`src/rtl/load_store_unit.sv`:
```
// load_store_unit: sequences CPU byte/halfword/word loads and stores onto a
// single-ported word memory. Sub-word stores use read-modify-write, and
// misaligned or illegal requests are answered without touching memory.
module load_store_unit #(
  parameter int ADDR_W = 10
) (
  input  logic              clk,
  input  logic              rst_n,
  input  logic              req_valid,
  output logic              req_ready,
  input  logic              req_we,
  input  logic [2:0]        req_funct3,
  input  logic [ADDR_W+1:0] req_addr,
  input  logic [31:0]       req_wdata,
  output logic              resp_valid,
  output logic [31:0]       resp_rdata,
  output logic              resp_err,
  output logic              mem_read,
  output logic              mem_write,
  output logic [ADDR_W-1:0] mem_address,
  output logic [31:0]       mem_write_data,
  input  logic [31:0]       mem_read_data
);

  typedef enum logic [2:0] {IDLE, LOAD, RMW_RD, WRITE, RESP} state_t;

  state_t            r_state;
  state_t            w_state_next;

  logic              r_we;
  logic [2:0]        r_funct3;
  logic [ADDR_W+1:0] r_addr;
  logic [31:0]       r_wdata;
  logic [31:0]       r_rdata;
  logic [31:0]       r_rdword;
  logic              r_err;

  logic              w_accept;
  logic              w_req_err;
  logic [7:0]        w_byte;
  logic [15:0]       w_half;
  logic [31:0]       w_load_ext;
  logic [31:0]       w_merged;

  assign w_accept = req_valid && (r_state == IDLE);

  // Classify the incoming request as misaligned/illegal so IDLE can route it straight to RESP
  always_comb begin
    w_req_err = 1'b0;
    if (req_we) begin
      case (req_funct3)
        3'b000:  w_req_err = 1'b0;
        3'b001:  w_req_err = req_addr[0];
        3'b010:  w_req_err = |req_addr[1:0];
        default: w_req_err = 1'b1;  // 011 and anything with bit 2 set has no store meaning
      endcase
    end else begin
      case (req_funct3)
        3'b000:  w_req_err = 1'b0;
        3'b100:  w_req_err = 1'b0;
        3'b001:  w_req_err = req_addr[0];
        3'b101:  w_req_err = req_addr[0];
        3'b010:  w_req_err = |req_addr[1:0];
        default: w_req_err = 1'b1;
      endcase
    end
  end

  // Pick the addressed lane from the memory word and sign/zero extend it
  always_comb begin
    w_byte     = mem_read_data[{r_addr[1:0], 3'b000} +: 8];
    w_half     = r_addr[1] ? mem_read_data[31:16] : mem_read_data[15:0];
    w_load_ext = '0;
    case (r_funct3)
      3'b000:  w_load_ext = {{24{w_byte[7]}}, w_byte};
      3'b001:  w_load_ext = {{16{w_half[15]}}, w_half};
      3'b010:  w_load_ext = mem_read_data;
      3'b100:  w_load_ext = {24'd0, w_byte};
      3'b101:  w_load_ext = {16'd0, w_half};
      default: w_load_ext = '0;
    endcase
  end

  // Splice the store data into the previously read word; SW bypasses the merge
  always_comb begin
    w_merged = r_rdword;
    case (r_funct3)
      3'b000: w_merged[{r_addr[1:0], 3'b000} +: 8] = r_wdata[7:0];
      3'b001: begin
        if (r_addr[1]) w_merged[31:16] = r_wdata[15:0];
        else           w_merged[15:0]  = r_wdata[15:0];
      end
      default: w_merged = r_wdata;
    endcase
  end

  // State register; asynchronous reset drops any in-flight access immediately
  always_ff @(posedge clk or negedge rst_n) begin
    if (!rst_n) r_state <= IDLE;
    else        r_state <= w_state_next;
  end

  // Capture the request on accept and hold the load result / RMW read word
  always_ff @(posedge clk or negedge rst_n) begin
    if (!rst_n) begin
      r_we     <= 1'b0;
      r_funct3 <= '0;
      r_addr   <= '0;
      r_wdata  <= '0;
      r_rdata  <= '0;
      r_rdword <= '0;
      r_err    <= 1'b0;
    end else begin
      if (w_accept) begin
        r_we     <= req_we;
        r_funct3 <= req_funct3;
        r_addr   <= req_addr;
        r_wdata  <= req_wdata;
        r_err    <= w_req_err;
        r_rdata  <= '0;  // stores and errors answer with zero data
      end
      if (r_state == LOAD)   r_rdata  <= w_load_ext;
      if (r_state == RMW_RD) r_rdword <= mem_read_data;
    end
  end

  // Next-state decode; all outputs are pure functions of state so reset clears them at once
  always_comb begin
    w_state_next   = r_state;
    req_ready      = 1'b0;
    resp_valid     = 1'b0;
    resp_rdata     = '0;
    resp_err       = 1'b0;
    mem_read       = 1'b0;
    mem_write      = 1'b0;
    mem_address    = '0;
    mem_write_data = '0;
    case (r_state)
      IDLE: begin
        req_ready = 1'b1;
        if (req_valid) begin
          if (w_req_err)                 w_state_next = RESP;
          else if (!req_we)              w_state_next = LOAD;
          else if (req_funct3 == 3'b010) w_state_next = WRITE;
          else                           w_state_next = RMW_RD;
        end
      end
      LOAD: begin
        mem_read     = 1'b1;
        mem_address  = r_addr[ADDR_W+1:2];
        w_state_next = RESP;
      end
      RMW_RD: begin
        mem_read     = 1'b1;
        mem_address  = r_addr[ADDR_W+1:2];
        w_state_next = WRITE;
      end
      WRITE: begin
        mem_write      = 1'b1;
        mem_address    = r_addr[ADDR_W+1:2];
        mem_write_data = w_merged;
        w_state_next   = RESP;
      end
      RESP: begin
        resp_valid   = 1'b1;
        resp_rdata   = r_rdata;
        resp_err     = r_err;
        w_state_next = IDLE;
      end
      default: w_state_next = IDLE;
    endcase
  end

endmodule

```
`config.mk`:
```
export PLATFORM = sky130hd
export DESIGN_NAME = load_store_unit
export DESIGN_NICKNAME = d
export VERILOG_FILES = /design/src/rtl/load_store_unit.sv
export SDC_FILE = /design/constraint.sdc
export NUM_CORES = 1
export LEC_CHECK = 0
export CAP_MARGIN = 20
export CELL_PAD_IN_SITES_DETAIL_PLACEMENT = 1
export CELL_PAD_IN_SITES_GLOBAL_PLACEMENT = 2
export CORE_ASPECT_RATIO = 0.6
export CORE_UTILIZATION = 30
export CTS_BUF_LIST = sky130_fd_sc_hd__clkbuf_4
export DETAILED_ROUTE_END_ITERATION = 8
export GPL_TIMING_DRIVEN = 0
export PLACE_DENSITY_LB_ADDON = 0.2
export SLEW_MARGIN = 30
export SYNTH_ARGS = -nofsm -noshare
export SYNTH_HDL_FRONTEND = slang
export SYNTH_SLANG_ARGS = --single-unit
```
`constraint.sdc`:
```
create_clock -name clk -period 2.7 [get_ports clk]
set_input_delay 0.405 -clock clk [delete_from_list [all_inputs] [get_ports clk]]
set_output_delay 0.405 -clock clk [all_outputs]
set_load 0.005 [all_outputs]
```
* Yosys cells after proc, flatten, opt, wreduce, memory -nomap -nowiden *
Index checks and enable logic that the tools add are counted.

operators by class
  $add $sub $neg = 1
  $mul = 0
  divide/modulo/power cells = 0
  magnitude comparators = 0
  eq/ne operators = 13
  shifts and indexed selects = 3
  muxes and demuxes = 24
  bitwise operators = 0
  reductions and logical operators = 11

operator list
  kind                                                  number
  case mux 32 bit (5 select lines)                      1
  2-to-1 mux 32 bit                                     4
  case mux 32 bit (2 select lines)                      1
  2-to-1 mux 16 bit                                     3
  bitwise mux 32 bit                                    1
  variable shift 8 x 7 -> 32 bit, first input constant  1
  indexed part select 32 x 6 -> 8 bit                   1
  indexed part select 8 x 7 -> 32 bit                   1
  == test 3 bit, second input constant                  5
  == test 3 x 2 -> 1 bit, second input constant         4
  2-to-1 mux 10 bit                                     1
  OR reduction 2 bit                                    5
  == test 3 x 1 -> 1 bit, second input constant         3
  logical NOT 3 bit                                     3
  case mux 3 bit (3 select lines)                       1
  2-to-1 mux 1 bit                                      7
  negation 5 -> 7 bit                                   1
  2-to-1 mux 3 bit                                      2
  case mux 1 bit (3 select lines)                       2
  OR reduction 3 bit                                    1
  2-to-1 mux 2 bit                                      1
  != test 2 bit, second input constant                  1
  nonzero test 2 bit                                    1
  logical AND 1 bit                                     1

word-level totals
  flip-flop bits (word level) = 115
  latch bits = 0
  bits in writable memories = 0
  bits in read-only memories = 0
  bits of input ports = 83
  memories = 0

* Logic depth before layout (Yosys ltp) *
  depth after elaboration = 7
  depth in mapped cells = 8
  mapped depth without buffers = 6

* Worst setup path after synthesis *
Ideal clock, no wire load.

  kind = reg2out
  start = reg r_addr[1]
  end = out mem_write_data[13]
  arrival = 1.973 ns
  setup slack = 0.322 ns
  cell stages (with the launch flop) = 9
  buffers on the path = 2
  cells stage by stage = dfrtp_1 buf_4 buf_2 inv_1 ha_1 and4b_1 and2_1 a222oi_1 nor2_1

between the ends
  word-level cells in the longest chain between the ends = 5
  elaborated cells on any way between the ends = 7

ends and longest elaborated chain
  item                                                                                   line  RTL
  start: declaration                                                                     32    logic [ADDR_W+1:0] r_addr;
  start signal: assignment                                                               117   r_addr <= req_addr;
  negation 5 -> 7 bit                                                                    88    3'b000: w_merged[{r_addr[1:0], 3'b000} +: 8] = r_wdata[7:0];
  indexed part select 8 x 7 -> 32 bit or variable shift 8 x 7 -> 32 bit (tied branches)  88
  bitwise mux 32 bit                                                                     88
  case mux 32 bit (2 select lines) *                                                     87    case (r_funct3)
  2-to-1 mux 32 bit *                                                                    138   case (r_state)
  end: declaration                                                                       21    output logic [31:0] mem_write_data,

Every way passes the cells marked *; elsewhere a longest branch is shown, timed or not.

* Worst setup path after layout *
  start = reg r_addr[1]
  end = out mem_write_data[28]

Same word-level chain as after synthesis.

==> metrics.md <==
| Metric | Value |
|---|---|
| Outcome | `finished with violations` |
| Failing checks | `negative setup slack` |
| Largest net degree at the start of global routing | `67` |
| CP Launch Type | `register` |
| P_int | `5.38 mW` |
| Sequential fraction of the synthesis area | `47.4%` |
| Placed Instance Area | `8050 um^2` |
| Clock H-tree levels | `4` |
| # diodes | `0` |
| Sw frac | `40.1%` |
| Final setup vio count | `32` |
| Post-Syn Nets | `598` |
| Initial DRC count | `487` |
| Register-to-register setup slack | `520 ps` |
| Drt first pass iters | `8` |
| CP arrival | `2630 ps` |
| Critical path capture point type | `output pin` |
| Clock buffer count from CTS | `17` |
| Clock Path Buffers | `2` |
| Measured slew at the worst slew-check pin | `820 ps` |
| Kind of critical path | `register to output pin` |
| Port Buffers | `161` |
| First-pass GRT wire length | `35.4 mm` |
| Routed len/inst | `23.3 um` |
| Req. time, crit path | `2300 ps` |
| Max Cap Viol | `0` |
| Grt met2 use | `32.2%` |
| Met3 Use GR | `5.94%` |
| CTS clk-pin slew, worst paths | `140 ps` |
| TritonCTS Sinks | `115` |
| Final Cycle Share | `112%` |
| CTS tree | `yes` |
| # nets final | `812` |
| Leakage | `4.34 nW` |
| Fin. Hold Viols | `0` |
| Met1 GRT Util | `35.2%` |
| Detailed placer's ending HPWL | `17.5 mm` |
| Vias in the first global route | `5727` |
| Post-Route Utilization | `45.5%` |
| Fraction of layout cells with a size suffix above 1 | `35.8%` |
| Row count | `39` |
| EDFF count, synth | `0` |
| Max Freq | `329 MHz` |
| Synthesis warning total | `0` |
| Layout Skew | `33.0 ps` |
| RSZ-0062 raised after global routing | `true` |
| DRC | `0` |
| Die H | `112 um` |
| Detailed Route WL | `23.4 mm` |
| Post-Syn Area per Cell | `11.9 um^2` |
| Total track usage | `23.0%` |
| Total number of vias | `5386` |
| Sequential power share | `35.3%` |
| Fillers | `2107` |
| Post-Synthesis Cells | `510` |
| Fin worst setup slack | `-335 ps` |
| DRT antenna net count | `0` |
| Area growth from synthesis to layout | `45.5%` |
| HP Class | `input pin to async pin` |
| Most used DFF post-synth | `dfrtp_1` |
| Combinational cell fraction of total power | `49.3%` |
| Async set-reset flop share out of synthesis | `100%` |
| Number of synthesized register bits | `115` |
| I/O Pins | `162` |
| Cell Pwr Density | `1020 nW/um^2` |
| Synthesized area | `6070 um^2` |
| Sw power | `3.60 mW` |
| Die span in x | `186 um` |
| Overflow after GRT | `0` |
| Fin. max-slew vios | `0` |
| Clk_lat worst skew | `540 ps` |
| Die area | `20800 um^2` |
| Distinct cells, synth | `53` |
| Initial antenna violation count | `1` |
| Max VDD drop | `0.000334 V` |
| Min cycle time layout | `3040 ps` |
| Slew HR | `44.6%` |
| Root Buffer | `clkbuf_4` |
| Worst-path fanout max | `4` |
| Initial core utilization | `31.3%` |
| Global route hottest layer | `met1` |
| Core Region | `19400 um^2` |
| Final instance area | `8830 um^2` |
| Vias per Instance | `5.37` |
| Clk pwr share | `15.4%` |
| Routability Congestion | `0.876` |
==> path summary, 6_finish.rpt <==
| check | start | endpoint | cells after the start |
|---|---|---|---|
| min in group clk | req_addr[4] | r_addr[4] | 2 |
| max in group asynchronous | rst_n | r_rdword[30] | 3 |
| min | rst_n | r_addr[8] | 2 |
| min reg2reg | r_rdata[12] | r_rdata[12] | 1 |
| max | r_addr[1] | mem_write_data[28] | 10 |
| max reg2reg | r_addr[1] | r_rdata[18] | 7 |
==> cell usage in the layout (no fill, tap or decap), types with 5 or more instances in the layout <==
cell type and count:
a222oi_1 16, o21ai_0 10, clkbuf_1 7, inv_1 7, a32oi_1 7, mux2_1 5, a22o_1 14, a221o_2 11
mux2_2 86, a221o_1 7, clkinvlp_4 7, a21oi_1 16, a22oi_1 20, a21o_1 12, buf_4 24, and3_1 30
buf_6 16, dfrtp_1 113, dlymetal6s2s_1 27, clkbuf_4 20, nor2b_1 9, buf_2 43, and2_1 13, nand2_1 18
nor2_1 17, clkdlybuf4s50_1 100
==> metal layers <==
| metal | vias up | share of wire, % |
|---|---|---|
| met4 | 2 | 0.68 |
| met1 | 2781 | 51 |
| met2 | 203 | 41 |
| li1 | 2383 | - |
| met3 | 17 | 7.7 |
| met5 | - | 0.081 |
==> cell families after synthesis <==
kind of cell,after synthesis,share of synthesized area (%)
fa+ha+maj,5,1.03
simple gates,117,12.0
mux,94,17.6
compound gates,133,18.1
buf+inv,45,3.75
flops,115,47.4
xor+xnor,1,0.144
==> per-stage QoR <==
step | setup TNS [ps] | hold WS [ps] | power [mW] | instances | worst slack (ps)
detailed placement | -16930 | 335 | 6.91 | 938 | -695
floorplan | 0 | 109 | 5.37 | 510 | 322
global route | -11440 | 338 | 9.51 | 1003 | -472
global placement | -387190 | 460 | 6.74 | 937 | -3230
CTS | -7730 | 306 | 8.76 | 994 | -355
finish | -7140 | 342 | 8.98 | 1003 | -335
==> critical path: stages, from the launching register on <==
cell and delay [ps]:
dfrtp_1 410, buf_6 130, buf_8 100, clkinvlp_4 140, ha_4 280, nor4b_4 230, buf_6 160, buf_6 90
a222oi_1 70, a21oi_1 300, buf_2 180
==> registers in the layout, summed over array words and instances, names as in the netlist <==
| signal | cells |
|---|---|
| r_state | 3 |
| r_rdword | 32 |
| r_err | 1 |
| r_funct3 | 3 |
| r_addr | 12 |
| r_rdata | 32 |
| r_wdata | 32 |
==> synth_stat cells, types with 3 or more instances <==
library cell	count	area, um^2
a21o_1	12	90.1
a21oi_1	16	80.1
a221o_1	7	70.1
a221o_2	11	124
a222oi_1	16	160
a22o_1	14	123
a22oi_1	20	150
a31oi_1	3	18.8
a32oi_1	7	61.3
and2_1	14	87.6
and3_1	33	206
buf_2	14	70.1
buf_4	5	37.5
buf_6	3	33.8
clkbuf_1	13	48.8
dfrtp_1	115	2880
ha_1	5	62.6
inv_1	9	33.8
mux2_1	5	56.3
mux2_2	86	968
nand2_1	18	67.6
nor2_1	23	86.3
nor2b_1	9	56.3
nor3_1	3	15.0
o21ai_0	15	75.1
==> what timing repair did <==
| item | 4_1_cts | 5_1_grt |
|---|---|---|
| hold endpoints to repair | 49 | 0 |
| pin swaps | 45 | 28 |
| gates cloned | 0 | 1 |
| gates resized for setup | 195 | 42 |
| setup endpoints to repair | 77 | 67 |
| hold buffers | 1 | 0 |
| buffers inserted | 23 | 9 |
==> layout make-up <==
type	count	area, um^2	area share, %
inverters	9	41.3	0.468
multi-input cells	350	3150	35.7
plain buffers	36	265	3.00
flip-flops and latches	115	2880	32.6
repair buffers	195	1860	21.1
well taps	266	333	3.77
clock buffers	18	135	1.53
clock inverters	14	163	1.84
==> power groups by stage <==
stage	Sequential, mW	Combinational [mW]	Clock [mW]
3_3_place_gp	3.17	3.57	0
2_1_floorplan	2.87	2.50	0
3_5_place_dp	3.19	3.72	0
6_report	3.17	4.43	1.38
4_1_cts	3.14	4.19	1.43
5_1_grt	3.26	4.75	1.50
Power figures use the tool's default switching activity.
